File: src/rtl/mag_comp_pkg.sv
// Shared types and sizing helpers for the sequential magnitude comparator.
package mag_comp_pkg;

  typedef enum logic [1:0] {
    IDLE = 2'd0,
    RUN  = 2'd1,
    DONE = 2'd2
  } state_t;

  function automatic int calc_ndig(input int width, input int digit);
    return width / digit;
  endfunction

  // Index register is never narrower than one bit, even for a single digit.
  function automatic int calc_idx_w(input int width, input int digit);
    int n;
    n = width / digit;
    return (n > 1) ? $clog2(n) : 1;
  endfunction

endpackage

File: src/rtl/mag_comp_digit.sv
// Combinational compare of one DIGIT-wide slice of the two operands.
module mag_comp_digit #(
  parameter int DIGIT = 4
) (
  input  logic [DIGIT-1:0] a,
  input  logic [DIGIT-1:0] b,
  output logic             gt,
  output logic             lt,
  output logic             eq
);

  assign gt = (a > b);
  assign lt = (a < b);
  assign eq = (a == b);

endmodule

File: src/rtl/mag_comp_seq.sv
// Sequential magnitude comparator: scans DIGIT bits per cycle, MSB first,
// with optional early exit on the first differing digit.
module mag_comp_seq
  import mag_comp_pkg::*;
#(
  parameter int WIDTH      = 16,
  parameter int DIGIT      = 4,
  parameter int EARLY_EXIT = 1
) (
  input  logic             clk,
  input  logic             rst,
  input  logic             start,
  input  logic [WIDTH-1:0] a,
  input  logic [WIDTH-1:0] b,
  input  logic             signed_mode,
  output logic             busy,
  output logic             done,
  output logic             gt,
  output logic             lt,
  output logic             eq
);

  localparam int NDIG  = calc_ndig(WIDTH, DIGIT);
  localparam int IDX_W = calc_idx_w(WIDTH, DIGIT);
  localparam logic [IDX_W-1:0] LAST_IDX = IDX_W'(NDIG - 1);
  localparam logic [WIDTH-1:0] SIGN_BIT = {1'b1, {(WIDTH-1){1'b0}}};

  if (DIGIT < 1 || WIDTH < 2 || (WIDTH % DIGIT) != 0) begin : g_bad_params
    $error("mag_comp_seq: WIDTH must be >= 2 and an exact multiple of DIGIT");
  end

  state_t           state;
  logic [IDX_W-1:0] idx;
  logic [WIDTH-1:0] a_q;
  logic [WIDTH-1:0] b_q;
  logic             dec_gt_q;
  logic             dec_lt_q;

  logic [DIGIT-1:0] a_dig;
  logic [DIGIT-1:0] b_dig;
  logic             dig_gt;
  logic             dig_lt;
  logic             dig_eq;
  logic             accept;
  logic             prior;
  logic             decided;
  logic             res_gt;
  logic             res_lt;
  logic             last;

  assign a_dig = a_q[idx*DIGIT +: DIGIT];
  assign b_dig = b_q[idx*DIGIT +: DIGIT];

  mag_comp_digit #(.DIGIT(DIGIT)) u_digit (
    .a  (a_dig),
    .b  (b_dig),
    .gt (dig_gt),
    .lt (dig_lt),
    .eq (dig_eq)
  );

  // Once a digit has decided the outcome, later digits only pass it along.
  assign accept  = start && (state != RUN);
  assign prior   = dec_gt_q || dec_lt_q;
  assign decided = prior || !dig_eq;
  assign res_gt  = prior ? dec_gt_q : dig_gt;
  assign res_lt  = prior ? dec_lt_q : dig_lt;
  assign last    = (idx == '0) || ((EARLY_EXIT != 0) && decided);

  // NOTE: non-blocking assignments throughout, so every register in this block
  // samples the pre-edge value of every other one regardless of statement order.
  always_ff @(posedge clk) begin
    if (rst) begin
      state    <= IDLE;
      idx      <= '0;
      a_q      <= '0;
      b_q      <= '0;
      dec_gt_q <= 1'b0;
      dec_lt_q <= 1'b0;
      busy     <= 1'b0;
      done     <= 1'b0;
      gt       <= 1'b0;
      lt       <= 1'b0;
      eq       <= 1'b0;
    end else begin
      done <= 1'b0;
      case (state)
        IDLE, DONE: begin
          if (accept) begin
            // Flipping the sign bit maps two's complement onto offset binary.
            a_q      <= a ^ (signed_mode ? SIGN_BIT : '0);
            b_q      <= b ^ (signed_mode ? SIGN_BIT : '0);
            idx      <= LAST_IDX;
            dec_gt_q <= 1'b0;
            dec_lt_q <= 1'b0;
            gt       <= 1'b0;
            lt       <= 1'b0;
            eq       <= 1'b0;
            busy     <= 1'b1;
            state    <= RUN;
          end else begin
            state <= IDLE;
          end
        end
        RUN: begin
          dec_gt_q <= res_gt;
          dec_lt_q <= res_lt;
          if (last) begin
            busy  <= 1'b0;
            done  <= 1'b1;
            gt    <= res_gt;
            lt    <= res_lt;
            eq    <= !decided;
            state <= DONE;
          end else begin
            idx <= idx - IDX_W'(1);
          end
        end
        default: begin
          busy  <= 1'b0;
          state <= IDLE;
        end
      endcase
    end
  end

endmodule

File: config.mk
export PLATFORM = sky130hd
export DESIGN_NAME = mag_comp_seq
export DESIGN_NICKNAME = d
export VERILOG_FILES = /design/src/rtl/mag_comp_pkg.sv /design/src/rtl/mag_comp_digit.sv /design/src/rtl/mag_comp_seq.sv
export SDC_FILE = /design/constraint.sdc
export NUM_CORES = 1
export LEC_CHECK = 0
export CORE_MARGIN = 2
export CORE_UTILIZATION = 50
export DETAILED_ROUTE_END_ITERATION = 8
export PLACE_DENSITY_LB_ADDON = 0.08
export SETUP_SLACK_MARGIN = 0.02
export SYNTH_ARGS = -nofsm -noshare
export SYNTH_HDL_FRONTEND = slang
export SYNTH_SLANG_ARGS = --single-unit
File: constraint.sdc
create_clock -name clk -period 3.7 [get_ports clk]
set_clock_uncertainty 0.1 [all_clocks]
set_input_delay 0.555 -clock clk [delete_from_list [all_inputs] [get_ports clk]]
set_output_delay 0.555 -clock clk [all_outputs]
set_load 0.02 [all_outputs]
==> flow_metrics.py <==
metrics = {
    "status": {
        "status": "finished clean",
    },
    "drt": {
        "drt_iter0_drc": 109,
        "drtPass1Iterations": 4,
        "drc": 0,
        "vias_per_cell": 5.19,
        "vias": 1561,
        "wl_per_cell_um": 12.5,
        "wl_mm": 3.76,
        "ant_nets": 0,
    },
    "pwr": {
        "power.leakage_nw": 0.922,
        "p_per_area_nw_per_um2": 458,
        "vdd_drop_max_mv": 0.255,
    },
    "die": {
        "start_util_pct": 51.8,
        "die_w_um": 65.6,
        "rows": 22,
        "core-area_sq_um": 3660,
        "ios": 41,
        "die_y_um": 65.6,
        "die_area_sq_um": 4300,
    },
    "grt": {
        "grt_max_degree": 30,
        "grt_pass1_wl_mm": 6.67,
        "grtUsageMet2_pct": 32.9,
        "top_usage_layer": "met2",
        "gr-usage-met3_pct": 4.28,
        "grt_use_total_pct": 20.1,
        "use_met1_pct": 26.9,
        "antenna_found_initial": 0,
        "grt_pass1_vias": 1503,
        "grt_overflow": 0,
    },
    "timing": {
        "fin_crit_sh_pct": 71.6,
        "slew_headroom_pct": 62.0,
        "period_minus_slack_ps": 2650,
        "tns_ps": 0,
        "slew_viol_final": 0,
        "hold_viol_final": 0,
        "fmax_mhz": 377,
        "worst_slew_pin_slew_ps": 568,
        "rsz0062_at_grt": "false",
        "finalSetupViolations": 0,
    },
    "synth": {
        "syn_nets": 257,
        "synthTopCellsByCount": "65 x nand2_1, 43 x dfxtp_1, 34 x a21oi_1",
        "synth_edf_count": 0,
        "ys_async_sr_fraction_pct": 0,
        "synth-seq-area-share_pct": 45.4,
        "syn_area_sq_um": 1900,
        "synth_seq_cells": 43,
        "synth.top_cell.area_share_pct": 45.4,
        "ys_types": 31,
        "synth_area_leaders": "dfxtp_1 45%, nand2_1 13%, mux4_2 9.5%",
        "yosys.area.top_type": "dfxtp_1",
        "synthCells": 216,
        "avgSynthCellArea_sq_um": 8.78,
        "ys_warn_count": 0,
        "synth_most_common_cell": "nand2_1",
        "synthFlopType": "dfxtp_1",
    },
    "setup_path": {
        "worst_ep_arrival_time_ps": 2750,
        "start_kind": "flip-flop",
        "worstSetupPathType": "reg2reg",
        "worstPathCellList": "mux4_2 > ha_1 > nand4_2 > o31ai_4 > nand4_1 > o31ai_2",
        "crit_path_max_incr_delay_ps": 680,
        "crit_fanout": 10,
        "cp-end-kind": "flip-flop",
        "crit_family": "flip-flops",
        "worstPathRequired_ps": 3800,
        "worst-path-buf-inv": 0,
        "cp_slowest_cell": "dfxtp_1",
    },
    "cts": {
        "numCtsBuffers": 5,
        "cts.sinks": 43,
        "cts.repair.resized": 0,
        "tritoncts": "yes",
        "htree_levels": 2,
        "cts_setup_buffers": 0,
        "cts.clk_slew.worst_paths_ps": 80,
        "clockBufferDepth": 2,
        "cts-root-buf": "clkbuf_8",
        "cts_hold_buffers": 0,
        "clock_latency_ps": 290,
    },
    "cells_and_area": {
        "fin_area_sq_um": 2440,
        "syn2layout_area_growth_pct": 28.7,
        "nets": 293,
        "drive_gt1_share_pct": 10.7,
        "antenna_cells": 0,
        "final_cells": 301,
        "num-fill-cells": 320,
    },
    "placement": {
        "place_inst": 293,
        "io_buffers": 40,
        "place_area_sq_um": 2320,
        "routabilityCongestion": 0.780,
        "dp_hpwl_mm": 2.69,
    },
    "worst_hold_path": {
        "min_path_type": "reg2reg",
    },
    "run": {
        "maxCapViolCount": 0,
    },
}
## state kept, by name (all words and copies together), names as in the netlist
signal / flops
a_q: 16
b_q: 16
idx: 2
state: 2
busy: 1
dec_gt_q: 1
dec_lt_q: 1
done: 1
eq: 1
gt: 1
lt: 1
## kinds of logic (layout without fill, tap and decap cells)
kind of cell    after synthesis  count (layout)  synth area share, %
flops                        43              43                 45.4
compound gates               48              48                 16.0
mux                           8               8                 9.50
buf+inv                      23              60                 5.08
xor+xnor                      2               2                0.924
simple gates                 87              87                 19.8
fa+ha+maj                     5               5                 3.30
## power breakdown
part	switching [W]	internal [W]
clock network	0.000152	0.000218
logic	0.000111	0.000113
registers	0.0000273	0.000496
## worst register-to-register path: stages (launching register included)
cell,delay [ps]
dfxtp_1,680
mux4_2,570
ha_1,350
nand4_2,260
o31ai_4,380
nand4_1,150
o31ai_2,80
## placed cells by master (no fill, tap or decap)
| master | synthesis | final |
|---|---|---|
| a211oi_1 | 2 | 2 |
| a21o_1 | 1 | 1 |
| a21o_2 | 1 | 1 |
| a21oi_1 | 34 | 34 |
| buf_4 | 0 | 4 |
| bufinv_16 | 0 | 1 |
| clkbuf_8 | 0 | 6 |
| clkdlybuf4s50_1 | 0 | 40 |
| clkinv_2 | 0 | 1 |
| dfxtp_1 | 43 | 43 |
| ha_1 | 5 | 5 |
| inv_1 | 8 | 8 |
| mux4_2 | 8 | 8 |
| nand2_1 | 65 | 65 |
| nand2b_1 | 2 | 2 |
| nand3_1 | 1 | 1 |
| nand4_1 | 2 | 2 |
| nand4_2 | 1 | 1 |
| nor2_1 | 10 | 10 |
| nor2b_1 | 3 | 2 |
| nor2b_2 | 0 | 1 |
| nor3_1 | 1 | 1 |
| nor4_4 | 1 | 1 |
| o2111ai_1 | 1 | 1 |
| o211a_1 | 1 | 1 |
| o211ai_1 | 1 | 1 |
| o21ai_1 | 1 | 1 |
| o311a_1 | 1 | 1 |
| o31a_1 | 1 | 1 |
| o31ai_2 | 1 | 1 |
| o31ai_4 | 1 | 1 |
| o32ai_1 | 1 | 1 |
| o41ai_1 | 1 | 1 |
| or2_2 | 1 | 1 |
| xnor2_1 | 2 | 2 |
## layout make-up
class | instances | area, sq um | share of cell area [%]
sequential | 43 | 861 | 35.3
inverter | 8 | 30.0 | 1.23
clock buffer | 6 | 82.6 | 3.38
tap | 48 | 60.1 | 2.46
timing repair buffer | 44 | 430 | 17.6
multi-input combinational | 150 | 941 | 38.6
clock inverter | 2 | 35.0 | 1.44
## stage by stage
stage,hold WS [ps],utilization [%],total power [W],worst slack [ps]
after floorplan,333,-,0.000679,1350
after global placement,342,63.4,0.000753,1090
after detailed placement,345,63.4,0.000756,1050
after CTS,357,66.6,0.00112,1010
after global routing,384,66.6,0.00118,814
final,354,66.6,0.00112,1050
## final timing paths
| kind | endpoint | depth (start not counted) | startpoint | slack, ps |
|---|---|---|---|---|
| max | lt$_SDFFE_PP0P_ | 6 | idx[0]$_SDFFE_PP0P_ | 1050 |
| min reg2reg | a_q[11]$_SDFFE_PP0P_ | 2 | a_q[11]$_SDFFE_PP0P_ | 350 |
| min | a_q[11]$_SDFFE_PP0P_ | 2 | a_q[11]$_SDFFE_PP0P_ | 350 |
| max reg2reg | lt$_SDFFE_PP0P_ | 6 | idx[0]$_SDFFE_PP0P_ | 1050 |
## per-layer routing
layer / part of all wire, % / wire length [um]
met5: 0 / 0
met2: 47 / 1760
met3: 4.6 / 175
met4: 0.93 / 35
met1: 48 / 1790
Power figures use the tool's default switching activity.
==> RTL change (same settings) <==
Encoding of `state_t`: now one-hot (3 bits for 3 states).
--- a/src/rtl/mag_comp_pkg.sv
+++ b/src/rtl/mag_comp_pkg.sv
@@ -3,6 +3,6 @@
 
-  typedef enum logic [1:0] {
-    IDLE = 2'd0,
-    RUN  = 2'd1,
-    DONE = 2'd2
+  typedef enum logic [2:0] {
+    IDLE = 3'b001,
+    RUN  = 3'b010,
+    DONE = 3'b100
   } state_t;
Behaviour: no difference found for any inputs over 10 cycles, from zero or initial values and one cycle with rst high; not proved beyond that.
==> RTL change against the unedited design <==
Count of clock-buffer cells in the layout unchanged. Sequential cell count up 1. Worst setup slack worse by 0.25 ns. Hold slack better by 0.0022 ns. Cell count shrank 2.3%. Largest cell class unchanged. Global-route usage barely moved. Routed wire length grew 1.2%. Power is 10% lower. Sequential power is 1% higher. Synthesized cell count down 2.3%. Area after synthesis fell by 1.4%. Design area is 3.2% lower. Critical endpoint is now idx[1].
==> RTL change: results <==
metrics = {
    "status": {
        "status": "finished, final reports clean",
    },
    "route": {
        "wl_met2_um": 1890,
        "wire_per_inst_um": 13.0,
        "maxUsedRoutingLayer": "met4",
        "drtIter0Drc": 67,
        "wirelength_um": 3810,
        "wl_met1_um": 1670,
        "wl_met3_um": 183,
        "vias_per_cell": 5.15,
    },
    "yosys": {
        "yosys_warnings": 0,
        "synth_nets": 252,
        "ys_seq_area_share_pct": 47.1,
        "yosysUniqueCellTypes": 30,
        "ys_top_cells_by_area": "dfxtp_1, nand2_1, a21oi_1, mux4_2, ha_1",
        "syn_inst": 211,
        "ys_async_sr_fraction_pct": 0,
        "synth_common_cells": "nand2_1, dfxtp_1, a21oi_1",
    },
    "clocking": {
        "cts_resized": 0,
        "cts-root-buf": "clkbuf_8",
        "numCtsBuffers": 5,
        "clk_latency_ns": 0.29,
        "post_cts_buffers": 0,
        "path_clk_slew_ns": 0.08,
    },
    "power_and_ir_drop": {
        "swShare_pct": 26.7,
        "ir_worst_vdd_v": 0.000269,
        "combPwrFrac_pct": 19.3,
        "p_clk_share_pct": 27.9,
        "p_leak_nw": 0.868,
        "p_total_w": 0.00100,
    },
    "finish": {
        "antenna_cells": 0,
        "fill_cells": 306,
        "seqCellArea_sq_um": 881,
        "drive_above_1_share_pct": 8.94,
        "largestRegisters": "a_q x16, b_q x16, state x3",
    },
    "placement": {
        "gp_congestion": 0.755,
        "dp.cells": 287,
        "dp_slack_ns": 0.775,
        "hpwl_um": 2660,
        "dpl_cell_area_sq_um": 2280,
    },
    "critical_path": {
        "crit_path_top_delay_cell": "dfxtp_1",
        "max_stage_delay_ns": 0.70,
        "cp_top_family": "simple AND/OR/NAND/NOR gates",
        "worstPathMaxFanout": 10,
    },
    "hold_path": {
        "min_path_type": "reg -> reg",
    },
    "grt": {
        "globalRouteMet2Util_pct": 35.6,
        "grt_pass1_vias": 1521,
        "grt_max_degree": 45,
        "grt.met1_usage_pct": 22.6,
        "antenna_found_initial": 0,
        "grt_util_met3_pct": 5.31,
        "grtUsageTotal_pct": 20.1,
        "grt_pass1_wl_um": 6470,
    },
    "timing": {
        "max_slew_margin_pct": 25.5,
    },
}
## RTL change: path summary, 6_finish.rpt
kind                               from       to  slack, ns  cells after the start
worst max-delay path             idx[0]   idx[1]       0.80                      7
worst min-delay path            a_q[13]  a_q[13]       0.36                      2
worst max register to register   idx[0]   idx[1]       0.80                      7
worst min register to register  a_q[13]  a_q[13]       0.36                      2
## RTL change: area by class of cell
cell class	count	share of cell area, %
inverters	8	1.27
repair buffers	42	17.6
clock buffers	6	3.07
multi-input cells	145	38.0
clock inverters	1	0.212
well taps	48	2.54
flip-flops and latches	44	37.3
## RTL change: kinds of logic (layout without fill, tap and decap cells)
| family | count (synthesis) | after routing | synth area share, % |
|---|---|---|---|
| and+or+nand+nor | 80 | 80 | 18.5 |
| xor gates and xnor gates | 3 | 3 | 1.41 |
| adders and majority gates | 5 | 5 | 3.35 |
| AOI/OAI and AO/OA | 49 | 49 | 15.1 |
| buffers and inverters | 22 | 57 | 4.89 |
| muxes | 8 | 8 | 9.64 |
| DFF | 44 | 44 | 47.1 |
